==> src/rtl/pipe_pkg.sv <==
// Shared types and widths for the two-entry pipeline skid stage.
package pipe_pkg;

  localparam int unsigned OCC_W = 2;

  typedef enum logic [OCC_W-1:0] {
    EMPTY = 2'd0,
    ONE   = 2'd1,
    FULL  = 2'd2
  } state_e;

endpackage

==> src/rtl/pipe_entry_reg.sv <==
// One pipeline entry: payload plus bubble flag, with load, zero and sync reset.
module pipe_entry_reg #(
  parameter int unsigned DATA_W = 64
) (
  input  logic              clk_i,
  input  logic              rst_i,
  input  logic              load_i,
  input  logic              zero_i,
  input  logic [DATA_W-1:0] data_i,
  input  logic              bubble_i,
  output logic [DATA_W-1:0] data_o,
  output logic              bubble_o
);

  // Reset and zero share one clear path; zero wins over load.
  always_ff @(posedge clk_i) begin
    if (rst_i || zero_i) begin
      data_o   <= '0;
      bubble_o <= 1'b0;
    end else if (load_i) begin
      data_o   <= data_i;
      bubble_o <= bubble_i;
    end
  end

endmodule

==> src/rtl/pipe_skid_stage.sv <==
// Two-entry skid pipeline stage (main + skid) with stall, flush and a
// saturating count of entries discarded by flush.
module pipe_skid_stage
  import pipe_pkg::*;
#(
  parameter int unsigned DATA_W     = 64,
  parameter bit          FLUSH_ZERO = 1'b1,
  parameter int unsigned CNT_W      = 16
) (
  input  logic              clk_i,
  input  logic              rst_i,
  input  logic              stall_i,
  input  logic              flush_i,
  input  logic              in_valid_i,
  input  logic [DATA_W-1:0] in_data_i,
  input  logic              in_bubble_i,
  output logic              in_ready_o,
  output logic              out_valid_o,
  output logic [DATA_W-1:0] out_data_o,
  output logic              out_bubble_o,
  input  logic              out_ready_i,
  output logic [OCC_W-1:0]  occupancy_o,
  output logic [CNT_W-1:0]  drop_cnt_o
);

  state_e            state_q, state_d;
  logic              accept, pop;
  logic              main_load, skid_load, main_from_skid, zero_en;
  logic [DATA_W-1:0] skid_data, main_data_in;
  logic              skid_bubble, main_bubble_in;
  logic [CNT_W:0]    drop_sum;

  always_ff @(posedge clk_i) begin
    if (rst_i) state_q <= EMPTY;
    else       state_q <= state_d;
  end

  always_comb begin
    state_d = state_q;
    if (!stall_i) begin
      if (flush_i) begin
        state_d = EMPTY;
      end else begin
        case (state_q)
          EMPTY:   if (accept) state_d = ONE;
          ONE: begin
            if (accept && !pop)      state_d = FULL;
            else if (pop && !accept) state_d = EMPTY;
          end
          FULL:    if (pop) state_d = ONE;
          default: state_d = EMPTY;
        endcase
      end
    end
  end

  // Handshakes are masked by stall/flush, so a frozen stage never loads.
  always_comb begin
    in_ready_o     = 1'b0;
    out_valid_o    = 1'b0;
    accept         = 1'b0;
    pop            = 1'b0;
    main_load      = 1'b0;
    skid_load      = 1'b0;
    main_from_skid = 1'b0;
    if (!stall_i && !flush_i) begin
      in_ready_o  = (state_q != FULL);
      out_valid_o = (state_q != EMPTY);
    end
    accept = in_valid_i && in_ready_o;
    pop    = out_valid_o && out_ready_i;
    case (state_q)
      EMPTY: main_load = accept;
      ONE: begin
        main_load = accept && pop;
        skid_load = accept && !pop;
      end
      FULL: begin
        main_load      = pop;
        main_from_skid = 1'b1;
      end
      default: ;
    endcase
  end

  assign zero_en        = FLUSH_ZERO && flush_i && !stall_i;
  assign main_data_in   = main_from_skid ? skid_data   : in_data_i;
  assign main_bubble_in = main_from_skid ? skid_bubble : in_bubble_i;

  pipe_entry_reg #(.DATA_W(DATA_W)) u_main (
    .clk_i    (clk_i),
    .rst_i    (rst_i),
    .load_i   (main_load),
    .zero_i   (zero_en),
    .data_i   (main_data_in),
    .bubble_i (main_bubble_in),
    .data_o   (out_data_o),
    .bubble_o (out_bubble_o)
  );

  pipe_entry_reg #(.DATA_W(DATA_W)) u_skid (
    .clk_i    (clk_i),
    .rst_i    (rst_i),
    .load_i   (skid_load),
    .zero_i   (zero_en),
    .data_i   (in_data_i),
    .bubble_i (in_bubble_i),
    .data_o   (skid_data),
    .bubble_o (skid_bubble)
  );

  assign occupancy_o = OCC_W'(state_q);

  // Extra carry bit detects overflow so the count sticks at all-ones.
  assign drop_sum = {1'b0, drop_cnt_o} + (CNT_W+1)'(occupancy_o);

  always_ff @(posedge clk_i) begin
    if (rst_i) begin
      drop_cnt_o <= '0;
    end else if (flush_i && !stall_i) begin
      if (drop_sum[CNT_W]) drop_cnt_o <= '1;
      else                 drop_cnt_o <= drop_sum[CNT_W-1:0];
    end
  end

endmodule

==> config.mk <==
export PLATFORM = sky130hd
export DESIGN_NAME = pipe_skid_stage
export DESIGN_NICKNAME = d
export VERILOG_FILES = /design/src/rtl/pipe_pkg.sv /design/src/rtl/pipe_entry_reg.sv /design/src/rtl/pipe_skid_stage.sv
export SDC_FILE = /design/constraint.sdc
export NUM_CORES = 1
export LEC_CHECK = 0
export ABC_AREA = 1
export ABC_CLOCK_PERIOD_IN_PS = 2000
export CAP_MARGIN = 25
export CORE_ASPECT_RATIO = 0.9
export CORE_MARGIN = 5
export CORE_UTILIZATION = 45
export CTS_CLUSTER_DIAMETER = 120
export CTS_CLUSTER_SIZE = 10
export DETAILED_ROUTE_END_ITERATION = 8
export GPL_ROUTABILITY_DRIVEN = 1
export HOLD_SLACK_MARGIN = 0.05
export PLACE_DENSITY = 0.87
export SLEW_MARGIN = 20
export SYNTH_ARGS = -nofsm -noshare
export SYNTH_HDL_FRONTEND = slang
export SYNTH_SLANG_ARGS = --single-unit
==> constraint.sdc <==
create_clock -name clk_i -period 2 [get_ports clk_i]
set_input_delay 0.4 -clock clk_i [delete_from_list [all_inputs] [get_ports clk_i]]
set_output_delay 0.4 -clock clk_i [all_outputs]
set_load 0.01 [all_outputs]
==> results of run 1 <==
-- per-stage QoR --
| stage | util | hold slack (ps) |
|---|---|---|
| 6_report | 0.626 | 463 |
| 5_1_grt | 0.626 | 481 |
| 4_1_cts | 0.626 | 462 |
| 3_5_place_dp | 0.586 | 454 |
| 3_3_place_gp | 0.586 | 446 |
| 2_1_floorplan | - | 434 |
-- area by class of cell --
cell class | instances | area, um^2
clock buffers | 17 | 425
clock inverters | 15 | 158
fillers | 1245 | 5460
inverters | 97 | 364
multi-input cells | 578 | 3030
flip-flops and latches | 148 | 2960
well taps | 198 | 248
repair buffers | 191 | 1960
-- what timing repair did --
action | CTS | global route
setup endpoints to repair | 2 | 5
pin swaps | 0 | 1
resized for setup | 3 | 2
-- power groups by stage --
stage	Clock [mW]	Combinational, mW	Sequential [mW]
after global routing	3.34	0.705	3.03
after global placement	0	0.635	3.09
after floorplan	0	0.274	3.11
final	3.13	0.642	3.02
after CTS	3.21	0.648	3.02
after detailed placement	0	0.644	3.09
-- state kept, by name (all words and copies together), names as in the netlist --
register         flops
drop_cnt_o          16
occupancy_o          2
u_main.bubble_o      1
u_main.data_o       64
u_skid.bubble_o      1
u_skid.data_o       64
-- cell usage after synthesis --
cell / instances / area [um^2]
nand2_1: 243 / 912
dfxtp_1: 148 / 2960
inv_1: 92 / 345
nor2_1: 86 / 323
o21ai_0: 75 / 375
a21oi_1: 71 / 355
a211oi_2: 59 / 738
clkbuf_1: 22 / 82.6
buf_2: 19 / 95.1
nand3_1: 16 / 80.1
buf_4: 9 / 67.6
a211oi_1: 6 / 45.0
buf_6: 6 / 67.6
inv_2: 5 / 18.8
nor3_1: 4 / 20.0
a31oi_1: 3 / 18.8
buf_1: 3 / 11.3
nand4_1: 3 / 18.8
ha_1: 2 / 25.0
o21ai_1: 2 / 10.0
or2_2: 2 / 12.5
fa_1: 1 / 20.0
nand2_2: 1 / 6.26
nand3_2: 1 / 10.0
nand4_2: 1 / 12.5
nor4_1: 1 / 6.26
xor2_1: 1 / 8.76
-- per-layer routing --
layer  GRT usage  part of all wire  vias up
met5           0           0.00067        -
li1            -                 -     3147
met4      0.0744             0.028        2
met3      0.0512             0.066       38
met1       0.229              0.43     2813
met2       0.317              0.47      200
-- cell families (layout without fill, tap and decap cells) --
logic type | Yosys count | in the layout | share of synthesized area
buffers and inverters | 156 | 320 | 0.103
AND/OR/NAND/NOR | 358 | 358 | 0.211
AO/OA/AOI/OAI | 216 | 216 | 0.232
adder cells (fa/ha/maj) | 3 | 3 | 0.00677
XOR/XNOR | 1 | 1 | 0.00132
flip-flops | 148 | 148 | 0.446
-- worst reg2reg max path: stages (launching register included) --
cell and delay [ps]:
dfxtp_1 340, ha_1 180, inv_1 50, fa_1 350, inv_1 80, nand2_1 100, nor2_4 130, buf_4 130
nand2_1 60, nand2_1 70, nand2_1 50, o21ai_0 160, inv_1 50
-- how the worst max path moves through the flow --
stage | from | end | slack [ps] | depth (start not counted)
finish | occupancy_o[0] | in_ready_o | 110 | 6
global placement | stall_i | out_valid_o | -130 | 5
CTS | occupancy_o[0] | drop_cnt_o[10] | 70 | 12
global route | occupancy_o[0] | in_ready_o | 3 | 6
detailed placement | stall_i | u_main.data_o[8] | -220 | 10
floorplan | occupancy_o[0] | drop_cnt_o[8] | 20 | 11
==> metrics.yaml, run 1 <==
hold_viol: 0
initial_core_util: 0.455
slowest_delay_ps: 340
p_int_mw: 5.17
ctsLongestPathBuffers: 2
drive_above_1_share: 0.135
cpMaxStageDelayCell: "dfxtp_1"
netlist_area_mm2: 0.00665
htreeDepth: 4
postCtsHoldBufs: 0
power_leakage_nw: 3.43
ir_drop_v: 0.000559
cp.arrival_ps: 1490
syn_inst: 882
tightest_slew_ps: 440
grt_max_degree: 66
holdCritPathClass: "flop to flop"
dieHeight_um: 125
p_per_area_mw_per_mm2: 743
min-delay-start: "u_main.data_o[4]"
p_total_mw: 6.80
fin_crit_sh: 0.946
layout_common_cells: "nand2_1, clkdlybuf4s50_1, dfxtp_1, inv_1, nor2_1"
r2r_start: "occupancy_o[0]"
drt-total-wl_um: 16300
setup_ws_ps: 108
cts_tree: "done"
dp_cells: 1212
r2r_cells: 12
tns_ps: 0
crit_fanout: 11
core_area_mm2: 0.0146
status: "completed"
end_kind: "primary output"
critPathLaunchType: "flop"
routed_via_density: 4.98
seq_area_frac_synth: 0.446
path_buf_inv: 4
required_ps: 1600
grt_pass1_wl_um: 27300
max_slew_margin: 0.707
cts_sinks: 148
cap_viol_max_count: 0
crit_type: "flop to primary output"
track_usage: 0.188
placed_area_mm2: 0.00856
io-pin-count: 156
dp_hpwl_um: 11100
finalWeightedCongestion: 0.823
ys_seq_elements: 148
vias: 6200
syn_nets: 956
drt-pass1-iter-count: 5
switching_share: 0.240
cts_setup_buffers: 0
switchingPower_mw: 1.63
preCtsSetupSlack_ps: -216
clkPwrFrac: 0.461
rows: 42
io_buffers: 155
path_cells: "buf_4, inv_2, nand2_4, nand2_1, inv_1, dlygate4sd2_1"
wire_per_inst_um: 13.1
rsz0062_at_grt: "false"
synthToLayoutAreaGrowth_pct: 37.6
drtIter0Drc: 390
antenna_left: 0
mostFrequentLayoutCell: "nand2_1"
r2r_setup_slack_ps: 160
finalClockSkew_ps: 5.64
yosysWarnings: 0
setup_viol: 0
synth.distinct_cells: 27
clk_latency_ps: 420
min_to: "u_main.data_o[4]"
hold_depth: 2
cts-root-buf: "clkbuf_16"
fin_nets: 1107
clk_pin_slew_ps: 60
numCtsBuffers: 17
die_area_mm2: 0.0173
grt_pass1_vias: 5781
rr_endpoint: "drop_cnt_o[10]"
fmax_ghz: 0.529
syn_avg_cell_area_um2: 7.54
slew_viol_final: 0
comb_power_share: 0.094
power_frac_seq: 0.445
num_antenna_cells: 0
period_minus_slack_ps: 1890
fin_area_mm2: 0.00915
path_delay_family: "buffers and inverters"
overflow: 0
die_w_um: 138
antenna_found_initial: 1
post-route-drc-count: 0
final_cell_count_no_fill: 1244
Note: power is estimated with default switching activity, not from simulation.
==> run 2, diff against run 1 <==
ABC_CLOCK_PERIOD_IN_PS = 2400   (was 2000)
CORE_UTILIZATION = 54   (was 45)
PLACE_DENSITY = 0.86   (was 0.87)
clock period = 2.4 ns   (was 2 ns; I/O delays follow)
==> metrics.yaml, run 2 (same netlist as run 1, synthesis figures left out) <==
status: "completed"
drt-total-wl_um: 16200
slowest_delay_ps: 560
io-pin-count: 156
end_kind: "primary output"
setup_viol: 0
power_leakage_nw: 3.37
min-delay-start: "u_main.data_o[24]"
required_ps: 1920
finalWeightedCongestion: 0.875
holdCritPathClass: "flop to flop"
antenna_left: 0
cts_tree: "done"
r2r_start: "drop_cnt_o[0]"
comb_power_share: 0.097
rsz0062_at_grt: "false"
grt_max_degree: 82
power_frac_seq: 0.459
clk_latency_ps: 420
io_buffers: 155
fmax_ghz: 0.436
cp.arrival_ps: 1810
hold_viol: 0
tightest_slew_ps: 685
rows: 38
finalClockSkew_ps: 8.50
drive_above_1_share: 0.126
whs_ps: 462
crit_fanout: 2
clkPwrFrac: 0.445
synthToLayoutAreaGrowth_pct: 35.0
fin_crit_sh: 0.955
htreeDepth: 4
mostFrequentLayoutCell: "nand2_1"
dieHeight_um: 115
p_per_area_mw_per_mm2: 612
slew_viol_final: 0
post-route-drc-count: 0
reg.largest.list: "u_main.data_o: 64 flops, u_skid.data_o: 64 flops, drop_cnt_o: 16 flops"
grt_pass1_vias: 5546
path_cells: "clkdlybuf4s50_1, nor2_1, inv_1, nor2_1, clkdlybuf4s50_1"
numCtsBuffers: 17
routed_via_density: 5.07
initial_core_util: 0.551
startpoint: "stall_i"
drt-pass1-iter-count: 5
path_delay_family: "buffers and inverters"
wire_per_inst_um: 13.5
vias: 6073
p_int_mw: 4.12
cts-root-buf: "clkbuf_16"
ir_drop_v: 0.000431
max_slew_margin: 0.544
cap_viol_max_count: 0
die_area_mm2: 0.0146
tns_ps: 0
core_area_mm2: 0.0121
critPathLaunchType: "primary input"
antenna_found_initial: 0
cts_sinks: 148
die_w_um: 127
switchingPower_mw: 1.37
track_usage: 0.222
layout_common_cells: "nand2_1, clkdlybuf4s50_1, dfxtp_1, inv_1, nor2_1"
num_antenna_cells: 0
clk_pin_slew_ps: 60
grt_pass1_wl_um: 26500
crit_type: "primary input to primary output"
switching_share: 0.250
drtIter0Drc: 482
ctsLongestPathBuffers: 2
overflow: 0
dp_hpwl_um: 10700
cpMaxStageDelayCell: "clkdlybuf4s50_1"
fin_nets: 1100
period_minus_slack_ps: 2290
path_buf_inv: 3
## run 2: per-layer routing
layer  GRT usage  share of wire  up-vias
met5           0              0        -
met3      0.0664          0.064       18
met2       0.361           0.48      174
li1            -              -     3128
met4      0.0679          0.011        0
met1       0.286           0.45     2753
## run 2: timing repair
| item | CTS | global route |
|---|---|---|
| setup buffers | 0 | 0 |
| resized for setup | 0 | 1 |
| endpoints found under the setup margin | 0 | 1 |
| hold buffers | 0 | 0 |
## run 2: worst paths after layout
path         slack (ps)                end  cells past startpoint
max reg2reg         400      drop_cnt_o[8]                     12
min                 460  u_main.data_o[24]                      2
max                 110        out_valid_o                      5
min reg2reg         460  u_main.data_o[24]                      2
## run 2: layout make-up
class / instances / area, um^2
inverters: 97 / 364
flip-flops and latches: 148 / 2960
clock inverters: 13 / 103
repair buffers: 184 / 1880
fillers: 872 / 3100
clock buffers: 19 / 443
multi-input cells: 578 / 3020
well taps: 160 / 200
## run 2: worst reg2reg max path, delay by kind of cell (launching register included)
kind	cells	cell delay, ps
and+or+nand+nor	5	510
buffers and inverters	4	370
AOI/OAI and AO/OA	1	130
DFF	1	360
adders and majority gates	2	540
## run 2: metrics by stage
step                instances  area [um^2]  worst slack (ps)  power (mW)  utilization
finish                   1199         8980               109        5.49        0.743
global route             1199         8980              79.5        5.69        0.743
CTS                      1199         8980              37.5        5.52        0.743
detailed placement       1167         8430              49.8        3.10        0.698
global placement         1167         8430              52.9        3.09        0.698
floorplan                 882         6650               421        2.82            -
## run 2: power by group through the flow
| stage | clock network (mW) | registers [mW] | logic (mW) |
|---|---|---|---|
| after floorplan | 0 | 2.59 | 0.229 |
| after global placement | 0 | 2.57 | 0.519 |
| after detailed placement | 0 | 2.57 | 0.528 |
| after CTS | 2.47 | 2.52 | 0.533 |
| after global routing | 2.59 | 2.52 | 0.577 |
| final | 2.44 | 2.52 | 0.530 |
==> run 3, diff against run 2 <==
TNS_END_PERCENT = 100   (was default)
==> results of run 3 <==
No change in the layout: final DEF, timing and power equal those of run 2.
